File: src/rtl/dco_coarse_cal_if.sv
// Control/status bundle between the DCO coarse calibrator and its requester.
// The controller side uses the slave modport; the requester side uses master.
interface dco_coarse_cal_if #(
  parameter int CNT_W = 16
);
  logic             start;
  logic [CNT_W-1:0] target_cnt;
  logic [3:0]       cnf_coarse;
  logic             clk_en;
  logic             busy;
  logic             done;
  logic [CNT_W-1:0] meas_cnt;

  modport master (
    output start, target_cnt,
    input  cnf_coarse, clk_en, busy, done, meas_cnt
  );

  modport slave (
    input  start, target_cnt,
    output cnf_coarse, clk_en, busy, done, meas_cnt
  );
endinterface

File: src/rtl/dco_coarse_cal.sv
// Successive-approximation coarse-code calibration for the DCO, measuring divided DCO toggles per window.
// Define DCO_COARSE_CAL_TRACK_EN to keep re-measuring after lock and nudge the code by one step per window.
module dco_coarse_cal #(
  parameter int CNT_W      = 16,
  parameter int WIN_CYC    = 1024,
  parameter int SETTLE_CYC = 16,
  parameter int TRK_TOL    = 2
) (
  input  logic            clk,
  input  logic            rst_n,
  input  logic            dco_tgl,
  dco_coarse_cal_if.slave bus
);

  localparam int CYC_MAX = (WIN_CYC > SETTLE_CYC) ? WIN_CYC : SETTLE_CYC;
  localparam int CYC_W   = (CYC_MAX > 2) ? $clog2(CYC_MAX) : 1;
  localparam logic [CYC_W-1:0] SETTLE_LAST = CYC_W'(SETTLE_CYC - 1);
  localparam logic [CYC_W-1:0] WIN_LAST    = CYC_W'(WIN_CYC - 1);

  typedef enum logic [2:0] {IDLE, SETTLE, MEAS, DECIDE, DONE} state_t;

  state_t           state, state_nxt;
  logic [3:0]       coarse, coarse_nxt;
  logic [1:0]       bit_idx, bit_idx_nxt;
  logic [CYC_W-1:0] cyc, cyc_nxt;
  logic [CNT_W-1:0] edge_cnt, edge_cnt_nxt, cnt_upd;
  logic [CNT_W-1:0] meas, meas_nxt;
  logic             tgl_s1, tgl_s2, tgl_hist, tgl_evt;
  logic             tracking, start_ok;

  // dco_tgl is asynchronous; both edges of the synchronized level count as events
  always_ff @(posedge clk or negedge rst_n) begin
    if (!rst_n) begin
      tgl_s1   <= 1'b0;
      tgl_s2   <= 1'b0;
      tgl_hist <= 1'b0;
    end else begin
      tgl_s1   <= dco_tgl;
      tgl_s2   <= tgl_s1;
      tgl_hist <= tgl_s2;
    end
  end

  assign tgl_evt = tgl_s2 ^ tgl_hist;

`ifdef DCO_COARSE_CAL_TRACK_EN
  logic             tracking_nxt;
  logic [CNT_W:0]   meas_w, tgt_w, tol_w;

  assign meas_w = {1'b0, meas};
  assign tgt_w  = {1'b0, bus.target_cnt};
  assign tol_w  = (CNT_W+1)'(TRK_TOL);

  always_ff @(posedge clk or negedge rst_n) begin
    if (!rst_n) tracking <= 1'b0;
    else        tracking <= tracking_nxt;
  end
`else
  assign tracking = 1'b0;
`endif

  // Tracking loops are reported as "done", so a new request is accepted there too
  assign start_ok = (state == IDLE) || (state == DONE) || tracking;

  always_ff @(posedge clk or negedge rst_n) begin
    if (!rst_n) begin
      state    <= IDLE;
      coarse   <= '0;
      bit_idx  <= '0;
      cyc      <= '0;
      edge_cnt <= '0;
      meas     <= '0;
    end else begin
      state    <= state_nxt;
      coarse   <= coarse_nxt;
      bit_idx  <= bit_idx_nxt;
      cyc      <= cyc_nxt;
      edge_cnt <= edge_cnt_nxt;
      meas     <= meas_nxt;
    end
  end

  always_comb begin
    state_nxt    = state;
    coarse_nxt   = coarse;
    bit_idx_nxt  = bit_idx;
    cyc_nxt      = cyc;
    edge_cnt_nxt = edge_cnt;
    meas_nxt     = meas;
    cnt_upd      = edge_cnt;
`ifdef DCO_COARSE_CAL_TRACK_EN
    tracking_nxt = tracking;
`endif
    case (state)
      SETTLE: begin
        if (cyc == SETTLE_LAST) begin
          state_nxt    = MEAS;
          cyc_nxt      = '0;
          edge_cnt_nxt = '0;
        end else begin
          cyc_nxt = cyc + CYC_W'(1);
        end
      end
      MEAS: begin
        // Saturating count; the final cycle's event is included in the loaded result
        if (tgl_evt && (edge_cnt != '1)) cnt_upd = edge_cnt + CNT_W'(1);
        edge_cnt_nxt = cnt_upd;
        if (cyc == WIN_LAST) begin
          state_nxt = DECIDE;
          cyc_nxt   = '0;
          meas_nxt  = cnt_upd;
        end else begin
          cyc_nxt = cyc + CYC_W'(1);
        end
      end
      DECIDE: begin
`ifdef DCO_COARSE_CAL_TRACK_EN
        if (tracking) begin
          if (meas_w > tgt_w + tol_w) begin
            if (coarse != 4'd0) coarse_nxt = coarse - 4'd1;
          end else if (meas_w + tol_w < tgt_w) begin
            if (coarse != 4'd15) coarse_nxt = coarse + 4'd1;
          end
          state_nxt = DONE;
        end else
`endif
        begin
          if (meas > bus.target_cnt) coarse_nxt[bit_idx] = 1'b0;
          if (bit_idx != 2'd0) begin
            bit_idx_nxt                    = bit_idx - 2'd1;
            coarse_nxt[bit_idx - 2'd1]     = 1'b1;
            state_nxt                      = SETTLE;
          end else begin
            state_nxt = DONE;
          end
        end
      end
      DONE: begin
`ifdef DCO_COARSE_CAL_TRACK_EN
        state_nxt    = SETTLE;
        cyc_nxt      = '0;
        tracking_nxt = 1'b1;
`endif
      end
      default: ;
    endcase

    if (start_ok && bus.start) begin
      state_nxt   = SETTLE;
      coarse_nxt  = 4'b1000;
      bit_idx_nxt = 2'd3;
      cyc_nxt     = '0;
`ifdef DCO_COARSE_CAL_TRACK_EN
      tracking_nxt = 1'b0;
`endif
    end
  end

  assign bus.cnf_coarse = coarse;
  assign bus.clk_en     = (state != IDLE);
  assign bus.busy       = ((state == SETTLE) || (state == MEAS) || (state == DECIDE)) && !tracking;
  assign bus.done       = (state == DONE) || tracking;
  assign bus.meas_cnt   = meas;

endmodule
File: src/flat_wrapper.sv
// flat-port wrapper written by rule: the top's interface ports become plain ports
module dco_coarse_cal_flat 
#(
  parameter int CNT_W      = 16,
  parameter int WIN_CYC    = 1024,
  parameter int SETTLE_CYC = 16,
  parameter int TRK_TOL    = 2
)
  (clk, rst_n, dco_tgl, bus_start, bus_target_cnt, bus_cnf_coarse, bus_clk_en, bus_busy, bus_done, bus_meas_cnt);
  dco_coarse_cal_if #(.CNT_W(CNT_W)) bus_i ();
  input  logic clk;
  input  logic rst_n;
  input  logic dco_tgl;
  input wire logic [$bits(bus_i.start)-1:0] bus_start;
  input wire logic [$bits(bus_i.target_cnt)-1:0] bus_target_cnt;
  output wire logic [$bits(bus_i.cnf_coarse)-1:0] bus_cnf_coarse;
  output wire logic [$bits(bus_i.clk_en)-1:0] bus_clk_en;
  output wire logic [$bits(bus_i.busy)-1:0] bus_busy;
  output wire logic [$bits(bus_i.done)-1:0] bus_done;
  output wire logic [$bits(bus_i.meas_cnt)-1:0] bus_meas_cnt;
  assign bus_i.start = bus_start;
  assign bus_i.target_cnt = bus_target_cnt;
  assign bus_cnf_coarse = bus_i.cnf_coarse;
  assign bus_clk_en = bus_i.clk_en;
  assign bus_busy = bus_i.busy;
  assign bus_done = bus_i.done;
  assign bus_meas_cnt = bus_i.meas_cnt;
  dco_coarse_cal #(.CNT_W(CNT_W), .WIN_CYC(WIN_CYC), .SETTLE_CYC(SETTLE_CYC), .TRK_TOL(TRK_TOL)) u_core (.clk(clk), .rst_n(rst_n), .dco_tgl(dco_tgl), .bus(bus_i));
endmodule
File: config.mk
export PLATFORM = sky130hd
export DESIGN_NAME = dco_coarse_cal_flat
export DESIGN_NICKNAME = d
export VERILOG_FILES = /design/src/rtl/dco_coarse_cal_if.sv /design/src/rtl/dco_coarse_cal.sv /design/src/flat_wrapper.sv
export SDC_FILE = /design/constraint.sdc
export NUM_CORES = 1
export LEC_CHECK = 0
export ABC_AREA = 1
export BUFFER_PORTS_ARGS = -buffer_cell sky130_fd_sc_hd__buf_4
export CORE_MARGIN = 2
export CORE_UTILIZATION = 55
export CTS_CLUSTER_SIZE = 14
export DETAILED_ROUTE_END_ITERATION = 7
export GPL_TIMING_DRIVEN = 0
export PLACE_DENSITY = 0.76
export SYNTH_ARGS = -nofsm -noshare
export SYNTH_HDL_FRONTEND = slang
export SYNTH_SLANG_ARGS = --single-unit
File: constraint.sdc
create_clock -name clk -period 3.6 [get_ports clk]
set_input_delay 0.36 -clock clk [delete_from_list [all_inputs] [get_ports clk]]
set_output_delay 0.36 -clock clk [all_outputs]
set_load 0.01 [all_outputs]
======== Yosys cells after proc, flatten, opt, wreduce, memory -nomap -nowiden ========
Index checks and enable logic that the tools add are counted.
storage, ports and cells
  output and inout port bits .............. 23
  memories kept ........................... 0
  bits in registers ....................... 54
  logic and storage cells ................. 74
  bits in writable memories ............... 0
  ROM bits ................................ 0
  bits of input ports ..................... 20
  bits in latches ......................... 0
operators by class
  muxes and demuxes ....................... 24
  bitwise gates (word level) .............. 4
  div/mod/pow operators ................... 0
  shift-type cells ........................ 0
  reduce and logical (&&, ||, !) cells .... 19
  multiply operators ...................... 0
  add/sub/neg operators ................... 3
  equal/unequal tests ..................... 10
  order comparisons ....................... 5
operator list
  operator                                                            count
  two-way mux 16 bit                                                  2
  one-hot mux 16 bit (2 select lines)                                 1
  two-way mux 10 bit                                                  3
  two-way mux 4 bit                                                   5
  one-hot mux 10 bit (2 select lines)                                 1
  adder 16 x 1 -> 16 bit (second input constant)                      1
  greater-than comparator 16 bit                                      1
  != test 16 bit (second input constant)                              1
  two-way mux 3 bit                                                   4
  adder 10 x 1 -> 10 bit (second input constant)                      1
  == test 10 bit (second input constant)                              1
  == test 10 x 4 -> 1 bit (second input constant)                     1
  one-hot mux 3 bit (3 select lines)                                  1
  nonzero test 2 bit                                                  4
  == test 3 x 2 -> 1 bit (second input constant)                      2
  < comparator 2 x 3 -> 1 bit (second input constant)                 2
  two-way mux 2 bit                                                   3
  != test 3 x 1 -> 1 bit (second input constant)                      2
  AND reduction 2 bit                                                 3
  nonzero test 3 bit                                                  2
  AND 4 bit                                                           1
  demux 1 bit (select 2 bit)                                          2
  greater-or-equal comparator 2 x 1 -> 1 bit (second input constant)  2
  logical AND 1 bit                                                   4
  12 further kinds                                                    15

======== Logic depth before layout (Yosys ltp) ========
Gate-level depths: netlist (run 1).
  depth after elaboration ................. 12
  depth in mapped cells ................... 16
  depth with buffers taken out ............ 16

======== Worst setup path after synthesis (run 1) ========
No wires, ideal clock.
  path kind ............................... register -> register
  start ................................... register u_core.edge_cnt[0]
  end ..................................... register u_core.edge_cnt[8]
  clock period less this slack ............ 1.580 ns
  data arrival time ....................... 1.442 ns
  buffers on the path ..................... 1
  stages on the path, launching flop included .. 10
  setup time .............................. 0.138 ns
  required time ........................... 3.462 ns
  path slack .............................. 2.020 ns
  cells stage by stage .................... dfrtp_1 > ha_1 > nand3_1 > nor2_2 > nand3_2 > nand2_4 > inv_4 > buf_6 > o21ai_2 > o22ai_2
between the ends
  word-level cells in the longest chain between the ends .. 4
  elaborated cells between the ends (all ways) .. 5
  those cells by class .................... 1 x add/sub; 1 x eq/ne; 2 x mux; 1 x reduce/logical
ends and longest elaborated chain
  item                                                            RTL line               source
  start: declaration                                              dco_coarse_cal.sv:26   logic [CNT_W-1:0] edge_cnt, edge_cnt_nxt, cnt_upd;
  start signal: assignment                                        dco_coarse_cal.sv:78   edge_cnt <= edge_cnt_nxt;
  branches (longest 2 deep; another with adder 16 x 1 -> 16 bit)  -
  two-way mux 16 bit *                                            dco_coarse_cal.sv:106  if (tgl_evt && (edge_cnt != '1)) cnt_upd = edge_cnt + CNT_W'(1);
  one-hot mux 16 bit (2 select lines) *                           dco_coarse_cal.sv:94   case (state)
Mark *: on every way between the ends.
A chain may end at the register's enable or synchronous reset.

======== Worst setup path after layout (run 1) ========
  start ................................... register u_core.edge_cnt[0]
  end ..................................... register u_core.edge_cnt[5]
The elaborated chain is that of the path after synthesis.

==> results of run 1 <==
==> layer usage <==
metal	share of wire, %	GRT usage (%)
met2	47	36.3
met1	49	31.0
met5	0	0
met3	3.1	3.08
met4	1.1	7.12
==> report_power, final <==
group          total [mW]  switching [mW]  internal, mW
Clock               0.404           0.196         0.208
Sequential          0.862           0.128         0.733
Combinational       0.878           0.572         0.306
Total                2.14           0.896          1.25
==> registers in the layout, indices dropped and copies added, names as in the netlist <==
| name | count |
|---|---|
| u_core.tgl_hist | 1 |
| u_core.state | 3 |
| u_core.bus.meas_cnt | 16 |
| u_core.edge_cnt | 16 |
| u_core.bit_idx | 2 |
| u_core.cyc | 10 |
| u_core.bus.cnf_coarse | 4 |
| u_core.tgl_s1 | 1 |
| u_core.tgl_s2 | 1 |
==> cell type report <==
type | count | area (µm²)
flip-flops and latches | 54 | 1350
multi-input cells | 299 | 1700
plain buffers | 4 | 25.0
clock inverters | 2 | 37.5
repair buffers | 42 | 315
clock buffers | 6 | 72.6
inverters | 59 | 224
well taps | 75 | 93.8
fillers | 493 | 2030
==> kinds of logic after synthesis <==
group	share of synthesized area, %
buffers and inverters	7.54
AND/OR/NAND/NOR	28.3
flip-flops	40.9
XOR/XNOR	4.24
AO/OA/AOI/OAI	10.7
adder cells (fa/ha/maj)	8.33
==> final timing paths <==
path	cells past startpoint	slack (ns)	endpoint
setup / recovery	9	1.72	u_core.edge_cnt[5]$_DFFE_PN0P_
hold / removal	1	0.07	u_core.edge_cnt[1]$_DFFE_PN0P_
setup reg to reg	9	1.72	u_core.edge_cnt[5]$_DFFE_PN0P_
hold reg to reg	0	0.36	u_core.tgl_s2$_DFF_PN0_
max in group asynchronous	1	3.09	u_core.edge_cnt[9]$_DFFE_PN0P_
min in group clk	1	0.15	u_core.tgl_s1$_DFF_PN0_
==> worst max-delay path: cells and delay by family (launching register included) <==
kind,cells,cell delay [ns]
DFF,1,0.43
and+or+nand+nor,4,0.57
buffers and inverters,2,0.22
AOI/OAI and AO/OA,2,0.30
adders and majority gates,1,0.22
==> placed cells by master, fill, tap and decap left out, types with 2 or more instances in the layout <==
cell                         n
sky130_fd_sc_hd__nand2_2     3
sky130_fd_sc_hd__a21oi_1    11
sky130_fd_sc_hd__nand3_2     3
sky130_fd_sc_hd__nand2_1   114
sky130_fd_sc_hd__xor2_1     14
sky130_fd_sc_hd__o21ai_2     4
sky130_fd_sc_hd__ha_1       22
sky130_fd_sc_hd__nor3_1      6
sky130_fd_sc_hd__nand4_1     5
sky130_fd_sc_hd__xnor2_1     2
sky130_fd_sc_hd__buf_4      42
sky130_fd_sc_hd__o21ai_1    15
sky130_fd_sc_hd__dfrtp_1    54
sky130_fd_sc_hd__clkbuf_1    2
sky130_fd_sc_hd__nor3_2      3
sky130_fd_sc_hd__or2_1       2
sky130_fd_sc_hd__o22ai_1     4
sky130_fd_sc_hd__nor2_2      5
sky130_fd_sc_hd__nand3_1    30
sky130_fd_sc_hd__nor2_4      4
sky130_fd_sc_hd__inv_2       5
sky130_fd_sc_hd__nor2_1     20
sky130_fd_sc_hd__inv_1      52
sky130_fd_sc_hd__clkbuf_8    5
sky130_fd_sc_hd__o21ai_0    19
sky130_fd_sc_hd__nand2_4     2
sky130_fd_sc_hd__buf_2       2
==> per-stage QoR <==
step	instances	setup slack (ns)	instance area [µm²]	hold slack [ns]
floorplan	416	2.02	3300	0.0644
global placement	533	1.78	3710	0.336
detailed placement	533	1.76	3710	0.340
CTS	541	1.74	3820	0.112
global route	541	1.60	3820	0.142
finish	541	1.72	3820	0.0742
==> impl.org, run 1 <==
** Worst setup path
- Of all nets on the critical path, the largest fanout is 10.
- Type of origin of the critical path :: flop
- Type of the worst setup path :: flop to flop
- Required arrival time at the worst endpoint :: 3.77 ns
- Ordered list of cells on the worst path :: ha_1 > nand3_1 > nor2_2 > nand3_2 > nand2_4 > inv_4 > buf_6 > o21ai_2 > o22ai_1
- STA puts the critical path data arrival time at 2.05 ns.
- Crit path from :: u_core.edge_cnt[0]$_DFFE_PN0P_
- The worst setup path is captured at a flop.
- The slowest stage of the critical path belongs to the cell sky130_fd_sc_hd__dfrtp_1.
- Crit Reg-Reg Startpoint :: u_core.edge_cnt[0]$_DFFE_PN0P_
- Maximum cell stage delay along the critical path :: 0.43 ns

** Die
- Measured along the x axis, the die boundary spans 81.5 µm.
- The region available for standard cell placement spans 0.00585 mm².
- The die is 81.5 µm tall.
- Boundary Pins :: 43
- Placement Rows :: 28
- Once the floorplan was initialized, standard cells occupied 56.5% of the core.
- Total die area :: 0.00664 mm²

** Power and ir drop
- Leakage :: 1.95 nW
- Power consumption :: 2.14 mW
- Power per unit of standard cell area :: 561 mW/mm²
- Across the VDD grid, the largest voltage drop is 0.367 mV.

** Logic synthesis
- Top cell type by total area after synthesis :: sky130_fd_sc_hd__dfrtp_1
- The synthesized design contains 0 enable-type register cells.
- Averaged over all synthesized cells, the footprint is 7.94 µm².
- Post-synthesis cell area :: 0.00330 mm²
- Post-synthesis cell type count :: 39
- Post-synthesis sequential area ratio :: 40.9%
- Largest cells by area after synthesis :: sky130_fd_sc_hd__dfrtp_1, sky130_fd_sc_hd__nand2_1, sky130_fd_sc_hd__ha_1, sky130_fd_sc_hd__inv_1, sky130_fd_sc_hd__nand3_1
- Yosys printed 0 warnings.
- In the synthesized netlist the dominant register cell turns out to be sky130_fd_sc_hd__dfrtp_1.
- Synthesized Nets :: 458
- Mapped Cells :: 416
- By count the netlist is led by sky130_fd_sc_hd__nand2_1, sky130_fd_sc_hd__dfrtp_1, sky130_fd_sc_hd__inv_1.
- Counting flops and latches in the post-synthesis netlist gives 54.
- Fraction of synthesis flops using an asynchronous set or reset pin :: 100%
- Share of the synthesized area in the top cell type :: 40.9%
- The most common cell in the synthesized netlist is sky130_fd_sc_hd__nand2_1.

** Run
- Number of maximum-capacitance violations :: 0

** STA
- RSZ-0062 raised after global routing :: false
- In this run the tightest slew margin relative to its limit is 55.8%.
- The final-report max-slew violation count was 0.
- Tightest Pin Transition :: 0.663 ns
- In the finished design, the share of the clock period the worst path needs comes to 52.2%.
- In the final timing run, aggregate negative setup slack is 0 ns.
- Static timing analysis puts the maximum clock frequency at 532 MHz.
- Setup violations remaining at the end of the flow were counted as 0.
- Clock skew :: 0.00813 ns
- Min Clock Period, post-route :: 1.88 ns
- The number of failing hold endpoints at the final stage is 0.

** Layout
- Post-layout net count :: 507
- Once layout is complete, the utilization of the core stands at 65.4%.
- Diodes inserted :: 0
- Area delta synth->final :: 15.7%
- In the final layout, the share of cells above drive strength 1 is 18.2%.

** Route
- Drt initial violations :: 152
- Dividing the detail-routed via count by the number of cells gives 5.21.
- Total number of vias :: 2816
- The first detailed-routing pass took 4 iterations.
- Post-detailed-routing wire length :: 6970 µm
- Number of remaining DRC errors :: 0
- Once detail routing completed, the nets flagged for antenna violations numbered 0.
- Dividing the detail-routed wire length by the instance count gives 12.9 µm.

** Global route
- Initial antenna violation count :: 0
- Pin count of the biggest net entering global routing :: 55
- The via count of the first global-routing pass was 2598.
- The first global-routing pass estimated 11500 µm of wire.
- Global routing finished with a remaining overflow of 0.
- Global routing used 22.3% of the available tracks.

** Place
- Input and output buffers added on the ports amount to 42.
- The congestion estimate from routability-driven global placement came to 0.909.
- HPWL after DPL :: 5330 µm

** CTS
- The longest clock path from root to sink contains 2 buffers.
- Counting every sink on the clock net gives 54.
- CTS tree :: yes
- Buffers inserted during clock tree synthesis total 5.
- Clock latency on the worst-skew pair, taken at its later pin, is 0.31 ns.
- After clock tree synthesis, the clock-pin slew on the worst setup and hold paths is 0.09 ns.
- Post-CTS timing repair inserted 0 buffers for setup.
- Resized cells post-CTS :: 0
- In this run the number of H-tree levels came out at 2.
- Clock root buffer :: sky130_fd_sc_hd__clkbuf_8
- Hold repair after CTS inserted 0 buffers.

** Worst hold path
- The worst hold path belongs to the class input pin to async pin.

** Run status
- The run finished with clean final reports.
Power figures use the tool's default switching activity.
==> inputs of run 2 (changes only) <==
==> constraint.sdc (replaced) <==
create_clock -name clk -period 1.79 [get_ports clk]
set_input_delay 0.179 -clock clk [delete_from_list [all_inputs] [get_ports clk]]
set_output_delay 0.179 -clock clk [all_outputs]
set_load 0.01 [all_outputs]
==> impl.org, run 2 (synthesis results as in run 1) <==
** Die
- The row count is 28 (unchanged).
- The area enclosed by the die boundary was 0.00664 mm² (unchanged).
- DIE WIDTH :: 81.5 µm (unchanged)
- The core area came to 0.00585 mm² (unchanged).
- Starting utilization of the core area :: 56.5% (unchanged)
- The overall die height was 81.5 µm (unchanged).
- The I/O pin count is 43 (unchanged).

** Route
- The number of vias per cell after detailed routing came to 5.36 (+2.9%).
- Number of remaining DRC errors :: 0 (unchanged)
- Total number of vias :: 3022 (+7.3%)
- The routed length per instance came to 14.0 µm (+8.8%).
- The remaining antenna violation count after routing came to 0 (unchanged).
- The starting DRC count in detailed routing was 203 (+34%).
- Post-detailed-routing wire length :: 7910 µm (+13%)
- The first-pass iteration count of the detailed router is 4 (unchanged).

** Global route
- First-pass GRT wire length :: 11700 µm (+2.0%)
- Final global-route overflow total :: 0 (unchanged)
- Tot GR Track Use :: 22.7% (+0.40 points)
- Vias in the first global route :: 2668 (+2.7%)
- Initial antenna violation count :: 0 (unchanged)
- Pin count of the biggest net entering global routing :: 55 (unchanged)

** STA
- Count of endpoints failing setup in the final report :: 0 (unchanged)
- The final critical-path share of the clock period came to 98.0% (+46 points).
- Worst Hold Margin :: 0.340 ns (+0.266 ns)
- Clock skew :: 0.00617 ns (-0.00197 ns)
- The final-report max-slew violation count was 0 (unchanged).
- Setup repair after global routing could not meet its margin everywhere.
- The number of failing hold endpoints at the final stage came to 0 (unchanged).
- The time the worst path needs with I/O delays and setup was 1.75 ns (-0.126 ns).
- Aggregate negative setup slack :: 0 ns (unchanged)
- The worst slew slack as a fraction of its limit came to 55.1% (-0.63 points).
- The transition time at the pin with the least slew margin is 0.673 ns (+0.00952 ns).
- The achievable clock frequency came to 570 MHz (+7.2%).

** Worst hold path
- Counting instances, the worst hold path has a depth of 5.
- The tightest min-delay check is of the input pin to flop type.
- The worst hold path begins at bus_start.

** CTS
- Clock tree buffer depth :: 2 (unchanged)
- Clock root buffer :: sky130_fd_sc_hd__clkbuf_8
- The clock latency on the worst-skew pair came to 0.31 ns (about the same).
- CTS tree :: yes
- The level count of the clock H-tree is 2 (unchanged).
- The CTS buffer count is 5 (unchanged).
- The clock transition at the register clock pins on the worst setup and hold paths after CTS is 0.09 ns (about the same).
- The sink count of the clock tree came to 54 (unchanged).

** Worst setup path
- The data required time of the critical path was 1.96 ns (-1.81 ns).
- The data arrival at the endpoint of the critical path was 1.92 ns (-0.13 ns).
- By startpoint and endpoint, the worst setup path is classified as flop to flop.
- The startpoint identified for the worst register-to-register timing path is u_core.edge_cnt[0]$_DFFE_PN0P_.
- STA classifies the critical path startpoint as a flop.
- Crit path from :: u_core.edge_cnt[0]$_DFFE_PN0P_
- Cell depth of the worst flop-to-flop path :: 9 (unchanged)
- The largest fanout of any net on the critical path was 7 (-3).
- The worst setup path is captured at a flop.

** Layout
- Combined area of the multi-input logic cells :: 0.00187 mm² (+9.9%)
- The final design area excluding fillers was 0.00419 mm² (+9.6%).
- Area delta synth->final :: 26.8%
- The library cells used most frequently in the layout, excluding fill and tap cells, are sky130_fd_sc_hd__nand2_1, sky130_fd_sc_hd__buf_4, sky130_fd_sc_hd__dfrtp_1.
- The fraction of layout instances using a drive strength above 1 was 27.6% (+9.4 points).
- Most common cell after layout, fill and taps aside :: sky130_fd_sc_hd__nand2_1
- Sequential cell area in the final layout :: 0.00136 mm² (+0.28%)
- Diodes inserted :: 0 (unchanged)
- FILL cells :: 414 (-16%)
- Final cell count without fillers :: 564 (+4.3%)
- Post-layout net count :: 530 (+4.5%)

** Place
- Number of port buffers :: 42 (unchanged)
- Gpl congestion :: 0.909 (unchanged)
- The placed cell count is 533 (unchanged).
- The post-detailed-placement cell area was 0.00371 mm² (unchanged).
- HPWL after DPL :: 5330 µm (unchanged)

** Power and ir drop
- Leakage :: 2.10 nW (+8.0%)
- Worst-case vdd ir drop :: 0.842 mV (+130%)
- The cell area power density came to 1110 mW/mm² (+98%).

** Run
- The count of max-cap constraint violations came to 0 (unchanged).

** Run status
- Run status :: finished, final reports clean
[run 2: cell types whose count changed in the layout (fill, tap and decap cells not counted), sizes merged]
cell / delta
clkinv: -1
buf: +21
clkinvlp: +1
dlygate4sd3: +2
[run 2: area by class of cell]
cell class / count / area share, %
tap: 75 / 2.24
clock buffer: 6 / 1.73
buffer: 4 / 0.747
sequential: 54 / 32.3
multi-input combinational: 299 / 44.7
clock inverter: 2 / 0.896
inverter: 59 / 5.56
timing repair buffer: 65 / 11.8
[run 2: per-stage QoR]
stage / setup WS, ns / total power, mW / util, %
2_1_floorplan: 0.210 / 3.00 / -
3_3_place_gp: -0.0296 / 3.44 / 63.5
3_5_place_dp: -0.0484 / 3.51 / 63.5
4_1_cts: 0.00843 / 4.36 / 66.1
5_1_grt: -0.0647 / 4.99 / 71.6
6_report: 0.0359 / 4.65 / 71.6
[run 2: where the power goes]
group          switching (mW)  total (mW)  leakage [nW]  internal (mW)
clock network           0.391       0.808        0.0514          0.418
registers               0.274        1.75         0.704           1.48
logic                    1.31        2.09          1.35          0.786
total                    1.97        4.65          2.10           2.68
[run 2: timing repair]
item | CTS | global route
endpoints found under the hold margin | 55 | 0
pin swaps | 1 | 18
resized for setup | 3 | 43
setup buffers | 1 | 20
hold buffers | 2 | 0
setup endpoints to repair | 11 | 43
[run 2: final timing paths]
path | endpoint | slack [ns]
min in group asynchronous | u_core.edge_cnt[3]$_DFFE_PN0P_ | 0.44
max reg2reg | u_core.edge_cnt[7]$_DFFE_PN0P_ | 0.04
min reg2reg | u_core.tgl_s2$_DFF_PN0_ | 0.36
max in group asynchronous | u_core.cyc[8]$_DFFE_PN0P_ | 0.86
max | u_core.edge_cnt[7]$_DFFE_PN0P_ | 0.04
min | u_core.bit_idx[0]$_DFFE_PN0P_ | 0.34
[run 2: per-layer routing]
layer  global-route usage [%]  routed length, µm
met2                     37.1               3850
met5                        0                  0
met3                     3.08                332
met1                     31.4               3590
met4                     7.29                134
[run 2: critical path, stage by stage (launching register included)]
cell and delay (ns):
sky130_fd_sc_hd__dfrtp_1 0.39, sky130_fd_sc_hd__ha_2 0.21, sky130_fd_sc_hd__nand3_1 0.15, sky130_fd_sc_hd__nor2_4 0.13, sky130_fd_sc_hd__nand3_2 0.09, sky130_fd_sc_hd__nand2_4 0.13
sky130_fd_sc_hd__inv_4 0.07, sky130_fd_sc_hd__nand2_1 0.11, sky130_fd_sc_hd__xor2_2 0.20, sky130_fd_sc_hd__o21ai_0 0.12
